<file path="config.mk">
export PLATFORM = sky130hd
export DESIGN_NAME = fk_sequencer
export DESIGN_NICKNAME = d
export VERILOG_FILES = /design/src/rtl/fk_pkg.sv /design/src/rtl/fk_lat_tracker.sv /design/src/rtl/fk_sequencer.sv
export SDC_FILE = /design/constraint.sdc
export NUM_CORES = 1
export LEC_CHECK = 0
export BUFFER_PORTS_ARGS = -buffer_cell sky130_fd_sc_hd__buf_2
export CORE_MARGIN = 2
export CORE_UTILIZATION = 35
export DETAILED_ROUTE_END_ITERATION = 7
export GPL_ROUTABILITY_DRIVEN = 0
export PLACE_DENSITY = 0.65
export SLEW_MARGIN = 20
export SYNTH_ARGS = -nofsm -noshare
export SYNTH_HDL_FRONTEND = slang
export SYNTH_SLANG_ARGS = --single-unit
export TNS_END_PERCENT = 30
</file>
<file path="constraint.sdc">
create_clock -name clk -period 6.4 [get_ports clk]
set_input_delay 0 -clock clk [delete_from_list [all_inputs] [get_ports clk]]
set_output_delay 0 -clock clk [all_outputs]
set_load 0.05 [all_outputs]
</file>
<file path="src/rtl/fk_pkg.sv">
// Shared definitions for the forward-kinematics sequencer.
// Holds the FSM state type, the result tags carried by the multiplier and
// adder tag pipes, the default operand width and two handy double constants.
package fk_pkg;

   localparam int unsigned FP_W_DEFAULT = 64;

   typedef enum logic [2:0] {
      S_IDLE,
      S_MUL,
      S_MWAIT,
      S_ADD,
      S_AWAIT,
      S_DONE
   } fk_state_e;

   // Multiplier tags: index into the product register file
   localparam logic [1:0] TAG_L1C1  = 2'd0;
   localparam logic [1:0] TAG_L2C12 = 2'd1;
   localparam logic [1:0] TAG_L1S1  = 2'd2;
   localparam logic [1:0] TAG_L2S12 = 2'd3;

   // Adder tags
   localparam logic TAG_X = 1'b0;
   localparam logic TAG_Y = 1'b1;

   localparam logic [63:0] D_ZERO = 64'h0000_0000_0000_0000;
   localparam logic [63:0] D_ONE  = 64'h3FF0_0000_0000_0000;

endpackage

</file>
<file path="src/rtl/fk_lat_tracker.sv">
// Valid/tag shift pipe that follows an operation through a fixed-latency
// arithmetic unit. Whatever enters at an issue edge appears on out_valid /
// out_tag DEPTH edges later, aligned with the unit's result.
// Ports:
//   clk, reset   clock, asynchronous active-low reset
//   flush        synchronous clear of every stage (discards in-flight ops)
//   in_valid     issue strobe
//   in_tag       tag travelling with the issue
//   out_valid    tag pipe output valid
//   out_tag      tag at the pipe output
module fk_lat_tracker #(
   parameter int unsigned DEPTH = 1,
   parameter int unsigned TAG_W = 1
) (
   input  logic             clk,
   input  logic             reset,
   input  logic             flush,
   input  logic             in_valid,
   input  logic [TAG_W-1:0] in_tag,
   output logic             out_valid,
   output logic [TAG_W-1:0] out_tag
);

   logic             vld [DEPTH];
   logic [TAG_W-1:0] tag [DEPTH];

   always_ff @(posedge clk or negedge reset) begin
      if (!reset) begin
         for (int unsigned i = 0; i < DEPTH; i++) begin
            vld[i] <= 1'b0;
            tag[i] <= '0;
         end
      end else if (flush) begin
         for (int unsigned i = 0; i < DEPTH; i++) begin
            vld[i] <= 1'b0;
            tag[i] <= '0;
         end
      end else begin
         vld[0] <= in_valid;
         tag[0] <= in_tag;
         for (int unsigned i = 1; i < DEPTH; i++) begin
            vld[i] <= vld[i-1];
            tag[i] <= tag[i-1];
         end
      end
   end

   assign out_valid = vld[DEPTH-1];
   assign out_tag   = tag[DEPTH-1];

endmodule

</file>
<file path="src/rtl/fk_sequencer.sv">
// Forward-kinematics sequencer: time-shares one pipelined multiplier and one
// pipelined adder to compute
//   x = l1*c1 + l2*c12,  y = l1*s1 + l2*s12
// No arithmetic happens here; operands and results pass through bit-exact.
// Ports:
//   clk, reset            clock, asynchronous active-low reset
//   start, abort          run request (IDLE only) / synchronous cancel
//   l1_d,l2_d,c1,s1,c12,s12  operands, latched when start is accepted
//   busy, done, x, y      status and results (x,y held until next done)
//   mul_a/b/en/aclr, mul_res  multiplier interface
//   add_a/b/en, add_res       adder interface
module fk_sequencer
   import fk_pkg::*;
#(
   parameter int unsigned FP_W    = FP_W_DEFAULT,
   parameter int unsigned MUL_LAT = 5,
   parameter int unsigned ADD_LAT = 7
) (
   input  logic            clk,
   input  logic            reset,
   input  logic            start,
   input  logic            abort,
   input  logic [FP_W-1:0] l1_d,
   input  logic [FP_W-1:0] l2_d,
   input  logic [FP_W-1:0] c1,
   input  logic [FP_W-1:0] s1,
   input  logic [FP_W-1:0] c12,
   input  logic [FP_W-1:0] s12,
   output logic            busy,
   output logic            done,
   output logic [FP_W-1:0] x,
   output logic [FP_W-1:0] y,
   output logic [FP_W-1:0] mul_a,
   output logic [FP_W-1:0] mul_b,
   output logic            mul_en,
   output logic            mul_aclr,
   input  logic [FP_W-1:0] mul_res,
   output logic [FP_W-1:0] add_a,
   output logic [FP_W-1:0] add_b,
   output logic            add_en,
   input  logic [FP_W-1:0] add_res
);

   fk_state_e       state;
   logic [FP_W-1:0] l1_q, l2_q, c1_q, s1_q, c12_q, s12_q;
   logic [FP_W-1:0] prod [4];
   logic [FP_W-1:0] x_pend;    // x-sum waits here so x/y publish together
   logic [1:0]      mul_tag;
   logic            add_tag;
   logic            mv, av, atag;
   logic [1:0]      mtag;
   logic            flush;
   logic [1:0]      nxt_tag;
   logic [FP_W-1:0] nxt_a, nxt_b;

   assign flush = abort && (state != S_IDLE);

   // Operands for the next product issued while in MUL
   always_comb begin
      nxt_tag = mul_tag + 2'd1;
      nxt_a   = '0;
      nxt_b   = '0;
      case (nxt_tag)
         TAG_L2C12: begin nxt_a = l2_q; nxt_b = c12_q; end
         TAG_L1S1:  begin nxt_a = l1_q; nxt_b = s1_q;  end
         TAG_L2S12: begin nxt_a = l2_q; nxt_b = s12_q; end
         default:   begin nxt_a = l1_q; nxt_b = c1_q;  end
      endcase
   end

   fk_lat_tracker #(.DEPTH(MUL_LAT), .TAG_W(2)) u_mul_trk (
      .clk       (clk),
      .reset     (reset),
      .flush     (flush),
      .in_valid  (mul_en),
      .in_tag    (mul_tag),
      .out_valid (mv),
      .out_tag   (mtag)
   );

   fk_lat_tracker #(.DEPTH(ADD_LAT), .TAG_W(1)) u_add_trk (
      .clk       (clk),
      .reset     (reset),
      .flush     (flush),
      .in_valid  (add_en),
      .in_tag    (add_tag),
      .out_valid (av),
      .out_tag   (atag)
   );

   always_ff @(posedge clk or negedge reset) begin
      if (!reset) begin
         state    <= S_IDLE;
         busy     <= 1'b0;
         done     <= 1'b0;
         x        <= '0;
         y        <= '0;
         mul_a    <= '0;
         mul_b    <= '0;
         mul_en   <= 1'b0;
         mul_aclr <= 1'b0;
         add_a    <= '0;
         add_b    <= '0;
         add_en   <= 1'b0;
         mul_tag  <= '0;
         add_tag  <= 1'b0;
         x_pend   <= '0;
         l1_q     <= '0;
         l2_q     <= '0;
         c1_q     <= '0;
         s1_q     <= '0;
         c12_q    <= '0;
         s12_q    <= '0;
         for (int unsigned i = 0; i < 4; i++) prod[i] <= '0;
      end else begin
         mul_aclr <= 1'b0;
         if (flush) begin
            state    <= S_IDLE;
            busy     <= 1'b0;
            done     <= 1'b0;
            mul_en   <= 1'b0;
            mul_a    <= '0;
            mul_b    <= '0;
            add_en   <= 1'b0;
            add_a    <= '0;
            add_b    <= '0;
            mul_aclr <= 1'b1;
         end else begin
            if (mv) prod[mtag] <= mul_res;
            case (state)
               S_IDLE: if (start) begin
                  l1_q    <= l1_d;
                  l2_q    <= l2_d;
                  c1_q    <= c1;
                  s1_q    <= s1;
                  c12_q   <= c12;
                  s12_q   <= s12;
                  busy    <= 1'b1;
                  mul_en  <= 1'b1;
                  mul_a   <= l1_d;
                  mul_b   <= c1;
                  mul_tag <= TAG_L1C1;
                  state   <= S_MUL;
               end
               S_MUL: begin
                  if (mul_tag == TAG_L2S12) begin
                     mul_en <= 1'b0;
                     mul_a  <= '0;
                     mul_b  <= '0;
                     state  <= S_MWAIT;
                  end else begin
                     mul_a   <= nxt_a;
                     mul_b   <= nxt_b;
                     mul_tag <= nxt_tag;
                  end
               end
               // Last product lands this edge; prod0/prod1 are long since stored
               S_MWAIT: if (mv && mtag == TAG_L2S12) begin
                  add_en  <= 1'b1;
                  add_a   <= prod[TAG_L1C1];
                  add_b   <= prod[TAG_L2C12];
                  add_tag <= TAG_X;
                  state   <= S_ADD;
               end
               S_ADD: begin
                  add_a   <= prod[TAG_L1S1];
                  add_b   <= prod[TAG_L2S12];
                  add_tag <= TAG_Y;
                  state   <= S_AWAIT;
               end
               S_AWAIT: begin
                  add_en <= 1'b0;
                  add_a  <= '0;
                  add_b  <= '0;
                  if (av && atag == TAG_X) x_pend <= add_res;
                  if (av && atag == TAG_Y) begin
                     x     <= x_pend;
                     y     <= add_res;
                     done  <= 1'b1;
                     state <= S_DONE;
                  end
               end
               S_DONE: begin
                  done  <= 1'b0;
                  busy  <= 1'b0;
                  state <= S_IDLE;
               end
               default: state <= S_IDLE;
            endcase
         end
      end
   end

endmodule
</file>
==> impl_results.md, run 1 <==
- Fin crit period: 3921 ps
- Area grow syn2layout: 38.71%
- CTS Buf Count: 111
- Vias in the first global route: 39900
- Synth cell types: 54
- Yosys warns: 0
- Ys async rst share: 1.000
- Met2 Use GR: 0.3763
- Final HPWL DP: 88810 um
- Clock Tree Root: clkbuf_16
- Worst EP arrival: 4550 ps
- TritonCTS Sinks: 1064
- Final net count: 5958
- H-tree levels: 3
- Met1 Use GR: 0.2971
- Syn Nets: 4448
- Post-route ant nets: 0
- Pleak: 29.89 nW
- Global routing usage on met3: 0.04888
- Die width: 361.8 um
- CTS Buffer Depth: 3
- Fin area: 62160 um^2
- CTS tree: done
- Post-Route Setup TNS: 0 ps
- Postcts setup bufs: 0
- Placed cell area: 50480 um^2
- Via count: 38780
- Tot Pwr: 26.81 mW
- PortBufs: 904
- Sequential area share after synthesis: 0.5941
- Die area: 130900 um^2
- Peak supply drop: 0.3705 mV
- Status: finished clean
- Gr busiest metal: met2
- Main synth FF type: dfrtp_1
- Period utilization: 0.6126
- Clk slew on worst S/H paths: 60 ps
- Fill count: 11000
- Die Y: 361.8 um
- Layout cell share with drive strength beyond 1: 0.3014
- Synthesized area: 44820 um^2
- Tightest Pin Transition: 1129 ps
- Flops & latches, synth: 1064
- Drt via density: 5.361
- Crit path launch type: register
- Hold Crit Class: in2reg
- Hold slack: 47.20 ps
- Starting Density: 0.3519
- FMAX: 255.1 MHz
- Site Rows: 131
- Power Density: 431.3 nW/um^2
- Cells after Synth: 3928
- Relative slew slack: 0.2470
- Final WL: 155000 um
- Core Area: 127400 um^2
- Initial antenna violation count: 41
- Critical Path RT: 7030 ps
- Crit. End Element: register
- DRT iter0 DRCs: 3728
- Detailed-router iteration count before antenna repair: 8
- GRT overflow: 0
- All-Layer GR Usage: 0.2302
- Largest net degree at the start of global routing: 196
- Per-cell routed wire length: 21.42 um
- Setup violators final: 0
- Mean area per synthesized cell: 11.41 um^2
- Fin. Hold Viols: 0
- IO Count: 905
- Crit Path Category: reg2reg
- First-pass GRT wire length: 237800 um
- RSZ-0062 raised after global routing: false
- Max-slew violation count: 0
- Post-route clock skew: 38.88 ps
- Worst skew pair latency: 730 ps
- Post-synth EDFFs: 0
- Drt drc: 0
- # Max-Cap Violations: 0
- Critical path fanouts, max: 78
-- placed cells by master, fill, tap and decap left out, types with 3 or more instances in the layout --
cell / synthesis / layout
nor2_1: 8 / 7
buf_4: 8 / 37
clkbuf_1: 144 / 24
o32ai_1: 129 / 129
bufinv_16: 0 / 12
nand2_1: 963 / 963
dlygate4sd3_1: 0 / 765
mux2_2: 500 / 500
a21oi_1: 130 / 130
mux2_1: 11 / 11
o21ai_0: 8 / 8
dfrtp_1: 1064 / 1062
diode_2: 0 / 43
clkbuf_16: 0 / 112
clkinv_2: 0 / 23
a222oi_1: 64 / 64
buf_12: 0 / 12
buf_2: 143 / 906
inv_1: 135 / 135
o22ai_1: 128 / 128
o211ai_1: 129 / 129
or3_1: 64 / 64
nand3_1: 66 / 65
nand3b_1: 3 / 3
clkbuf_8: 0 / 23
and2_1: 26 / 26
a2bb2oi_1: 128 / 128
buf_16: 0 / 3
-- registers in the layout, indices dropped and copies added, names as in the netlist, 6 cells and up --
name	cells
x_pend	64
y	64
u_add_trk.vld	6
u_mul_trk.tag	8
s1_q	64
u_add_trk.tag	6
add_b	64
s12_q	64
prod	256
l1_q	64
add_a	64
x	64
l2_q	64
mul_a	64
mul_b	64
c12_q	64
-- through the flow --
stage          utilization  setup slack (ps)  cells
6_report            0.4881              2479   7233
5_1_grt             0.4879              2355   7223
3_5_place_dp        0.3964              2679   6219
4_1_cts             0.4868              2629   7187
2_1_floorplan            -              3913   3928
3_3_place_gp        0.3962              2711   6216
-- report_power, final --
part           switching [mW]  internal (mW)
Clock                    2.87           3.98
Sequential               1.48           8.98
Combinational            5.83           3.66
-- layer usage --
metal  vias up  share of wire
met2      1937           0.48
met4         6          0.040
met3       435          0.078
li1      16920              -
met1     19480           0.41
met5         -        0.00017
-- worst max-delay path, cell delays in order, from the launching register on --
cell and delay [ps]:
dfrtp_4 1030, or4b_4 780, buf_4 650, buf_4 770, o211ai_1 190, a2bb2oi_1 230
-- cell usage after synthesis (all sizes together) (3+ instances only) --
master   instances  area, um^2
buf            183        1091
dfrtp         1064       26630
nor2             9       36.29
clkbuf         144       540.5
nand3b           3       22.52
nand2          963        3615
o22ai          128       800.8
a2bb2oi        128        1121
or3b             3       26.28
a21oi          130       650.6
nand3           67       340.3
and2            26       162.7
o211ai         129       968.4
o31ai            3       27.52
mux2           511        5754
or3             64       400.4
nor3             3       26.28
nor3b            3       22.52
o32ai          129        1130
a222oi          64       640.6
ha               4       50.05
o21ai            9       45.04
inv            136       510.5
-- final timing paths --
path / cells past startpoint / end / startpoint / slack [ps]
setup / recovery: 5 / mul_b[39]$_DFFE_PN0P_ / state[1]$_DFFE_PN0P_ / 2480
hold / removal: 4 / s12_q[4]$_DFFE_PN0P_ / s12[4] / 50
setup reg to reg: 5 / mul_b[39]$_DFFE_PN0P_ / state[1]$_DFFE_PN0P_ / 2480
hold reg to reg: 1 / u_mul_trk.out_valid$_DFF_PN0_ / u_mul_trk.vld[1]$_DFF_PN0_ / 440
max in group asynchronous: 5 / add_a[46]$_DFFE_PN0P_ / reset / 4620
min in group asynchronous: 4 / l1_q[20]$_DFFE_PN0P_ / reset / 550
-- timing repair --
item                       CTS  global route
hold endpoints to repair  1051            67
hold buffers               765             1
gates resized for setup      0             0
-- layout make-up --
class,count,area (um^2),share of cell area
Antenna cell,43,107.6,0.001731
Clock buffer,159,3209,0.05163
Clock inverter,44,628.1,0.01010
Inverter,136,510.5,0.008212
Multi-Input combinational cell,2401,16190,0.2605
Sequential cell,1064,26630,0.4284
Tap cell,1662,2079,0.03345
Timing Repair Buffer,1724,12810,0.2060
-- cell families (layout without fill, tap and decap cells) --
group,count (synthesis),after routing,synth area share
AND/OR/NAND/NOR,1153,1153,0.1061
multiplexers,513,513,0.1288
adder cells (fa/ha/maj),4,4,0.001117
buffers and inverters,463,2063,0.04780
AO/OA/AOI/OAI,731,731,0.1221
flip-flops,1064,1064,0.5941
other,0,43,0
Note: power is estimated with default switching activity, not from simulation.
==> run 2, diff against run 1 <==
ABC_AREA = 1   (was default)
PLACE_DENSITY = 0.67   (was 0.65)
clock period = 3.2 ns   (was 6.4 ns; I/O delays follow)
==> impl_results.md, run 2 <==
- Post-route clock skew: 60.35 ps
- Synth area leader: dfrtp_1
- Fin. Hold Viols: 0
- Area grow syn2layout: 40.31%
- Hold Crit Class: in2reg
- Fin crit period: 3080 ps
- Crit. End Element: register
- Crit path launch type: register
- Syn Nets: 6073
- DRT iter0 DRCs: 4822
- Flops & latches, synth: 1064
- Area of the multi-input gates: 15950 um^2
- Worst EP arrival: 3760 ps
- IO Count: 905
- Core Area: 127800 um^2
- Power Density: 931.2 nW/um^2
- Met2 routed WL: 80980 um
- Leading cell type by number of instances after synthesis: nand2_1
- CTS Buf Count: 115
- Peak supply drop: 0.5951 mV
- Largest net degree at the start of global routing: 218
- Cells after Synth: 5553
- Die width: 363.5 um
- Site Rows: 131
- Period utilization: 0.9625
- Mean area per synthesized cell: 8.145 um^2
- Pre-CTS WS: 863.7 ps
- First-pass GRT wire length: 270700 um
- Post-Route Setup TNS: 0 ps
- FMAX: 324.7 MHz
- Most common cell after layout, fill and taps aside: nand2_1
- Commonest non-fill, non-tap cells in the layout: nand2_1 (2648), dfrtp_1 (1063), buf_2 (903), dlygate4sd3_1 (783), o21ai_0 (673)
- Yosys warns: 0
- Detailed-router iteration count before antenna repair: 6
- Tightest Pin Transition: 1268 ps
- Final HPWL DP: 103800 um
- Drt drc: 0
- Max layer used: met5
- Crit Path Category: reg2reg
- Main synth FF type: dfrtp_1
- Hold Crit Depth: 4
- Pleak: 33.11 nW
- Synth top area cells: dfrtp_1 (59%), nand2_1 (22%), o21ai_0 (7.4%)
- H-tree levels: 3
- Hold slack: 41.65 ps
- Final net count: 7600
- Reg2Reg Depth: 8
- Most frequent cells after synthesis: nand2_1 (2650), dfrtp_1 (1064), o21ai_0 (673), nand3_1 (391), inv_1 (299)
- Largest Register: prod
- Met3 Wirelength: 15900 um
- Relative slew slack: 0.1546
- Via count: 45620
- GRT overflow: 0
- Synth top area share: 0.5887
- Max-slew violation count: 0
- Post-synth EDFFs: 0
- Clock Tree Root: clkbuf_16
- Per-cell routed wire length: 20.01 um
- Number of gates resized after cts: 0
- RSZ-0062 raised after global routing: false
- Sequential area share after synthesis: 0.5887
- # Max-Cap Violations: 0
- TritonCTS Sinks: 1064
- Reg area: 26630 um^2
- CTS Buffer Depth: 3
- CTS tree: done
- Post-route ant nets: 0
- Initial antenna violation count: 39
- Max FFs per register: 256
- PortBufs: 904
- Status: finished clean
- Fill count: 11320
- Final Worst Setup Slack: 120.0 ps
- Vias in the first global route: 45320
- DRT met1 WL: 66030 um
- Critical path fanouts, max: 149
- All-Layer GR Usage: 0.2655
- Clk slew on worst S/H paths: 70 ps
- Final WL: 177500 um
- Drt via density: 5.143
- Die Y: 363.5 um
- Layout cell share with drive strength beyond 1: 0.1688
- Worst skew pair latency: 750 ps
- Final Util: 0.4964
- Ys async rst share: 1.000
- Starting Density: 0.3538
- Setup violators final: 0
- Critical Path RT: 3880 ps
- Die area: 132100 um^2
- Synthesized area: 45230 um^2
- Synth cell types: 22
run 2: cell count changes after synthesis, moves of 37 or more:
| cell | delta |
|---|---|
| mux2_2 | -500 |
| nand3_1 | +325 |
| o211ai_1 | -129 |
| or3_1 | -64 |
| o22ai_1 | -128 |
| a21oi_1 | -126 |
| o32ai_1 | -129 |
| nand2_1 | +1687 |
| a222oi_1 | -64 |
| o21ai_0 | +665 |
| inv_1 | +164 |
| a2bb2oi_1 | -128 |
| clkbuf_1 | +37 |
run 2: kinds of logic after synthesis:
group                      after synthesis  synth area share
and+or+nand+nor                       3100            0.2694
adders and majority gates                4          0.001107
DFF                                   1064            0.5887
AOI/OAI and AO/OA                      712           0.07884
buffers and inverters                  673           0.06202
run 2: repair_timing:
| item | CTS | global route |
|---|---|---|
| endpoints found under the hold margin | 1721 | 0 |
| buffers inserted | 0 | 0 |
| hold buffers | 784 | 0 |
run 2: routing by layer:
| metal | vias up | track usage |
|---|---|---|
| met3 | 925 | 0.08267 |
| li1 | 20400 | - |
| met1 | 21620 | 0.3144 |
| met5 | - | 0.006899 |
| met4 | 22 | 0.1815 |
| met2 | 2657 | 0.4126 |
run 2: area by class of cell:
| type | count | share of cell area |
|---|---|---|
| inverter | 301 | 0.01788 |
| timing repair buffer | 1782 | 0.2146 |
| multi-input combinational | 3816 | 0.2513 |
| clock buffer | 167 | 0.05284 |
| clock inverter | 46 | 0.009661 |
| antenna | 33 | 0.001301 |
| tap | 1662 | 0.03277 |
| sequential | 1064 | 0.4196 |
run 2: worst max-delay path: stages (launching register included):
cell	delay, ps
dfrtp_1	470
nor2_2	260
nand2_4	140
nor2_4	150
buf_12	430
nand2_1	190
dlygate4sd3_1	620
nand2_1	70
dlygate4sd3_1	590
run 2: worst paths after layout:
path / start / slack, ps / to
worst max register to register: state[1]$_DFFE_PN0P_ / 120 / l1_q[47]$_DFFE_PN0P_
worst min-delay path: s12[5] / 40 / s12_q[5]$_DFFE_PN0P_
max in group asynchronous: reset / 2260 / x_pend[18]$_DFFE_PN0P_
worst min register to register: u_mul_trk.vld[3]$_DFF_PN0_ / 410 / u_mul_trk.vld[2]$_DFF_PN0_
min in group asynchronous: reset / 160 / mul_a[19]$_DFFE_PN0P_
worst max-delay path: state[1]$_DFFE_PN0P_ / 120 / l1_q[47]$_DFFE_PN0P_
run 2: stage by stage:
| stage | total power, mW | instances | instance area [um^2] |
|---|---|---|---|
| floorplan | 35.73 | 5553 | 45230 |
| global placement | 42.47 | 7841 | 51550 |
| detailed placement | 42.93 | 7841 | 51550 |
| CTS | 58.28 | 8838 | 63380 |
| global route | 62.44 | 8860 | 63430 |
| finish | 59.10 | 8871 | 63460 |
run 2: where the power goes:
part           internal [mW]  total [mW]  switching, mW
registers               18.1        21.1           3.01
logic                   6.98        24.1           17.1
clock network           7.97        13.9           5.93
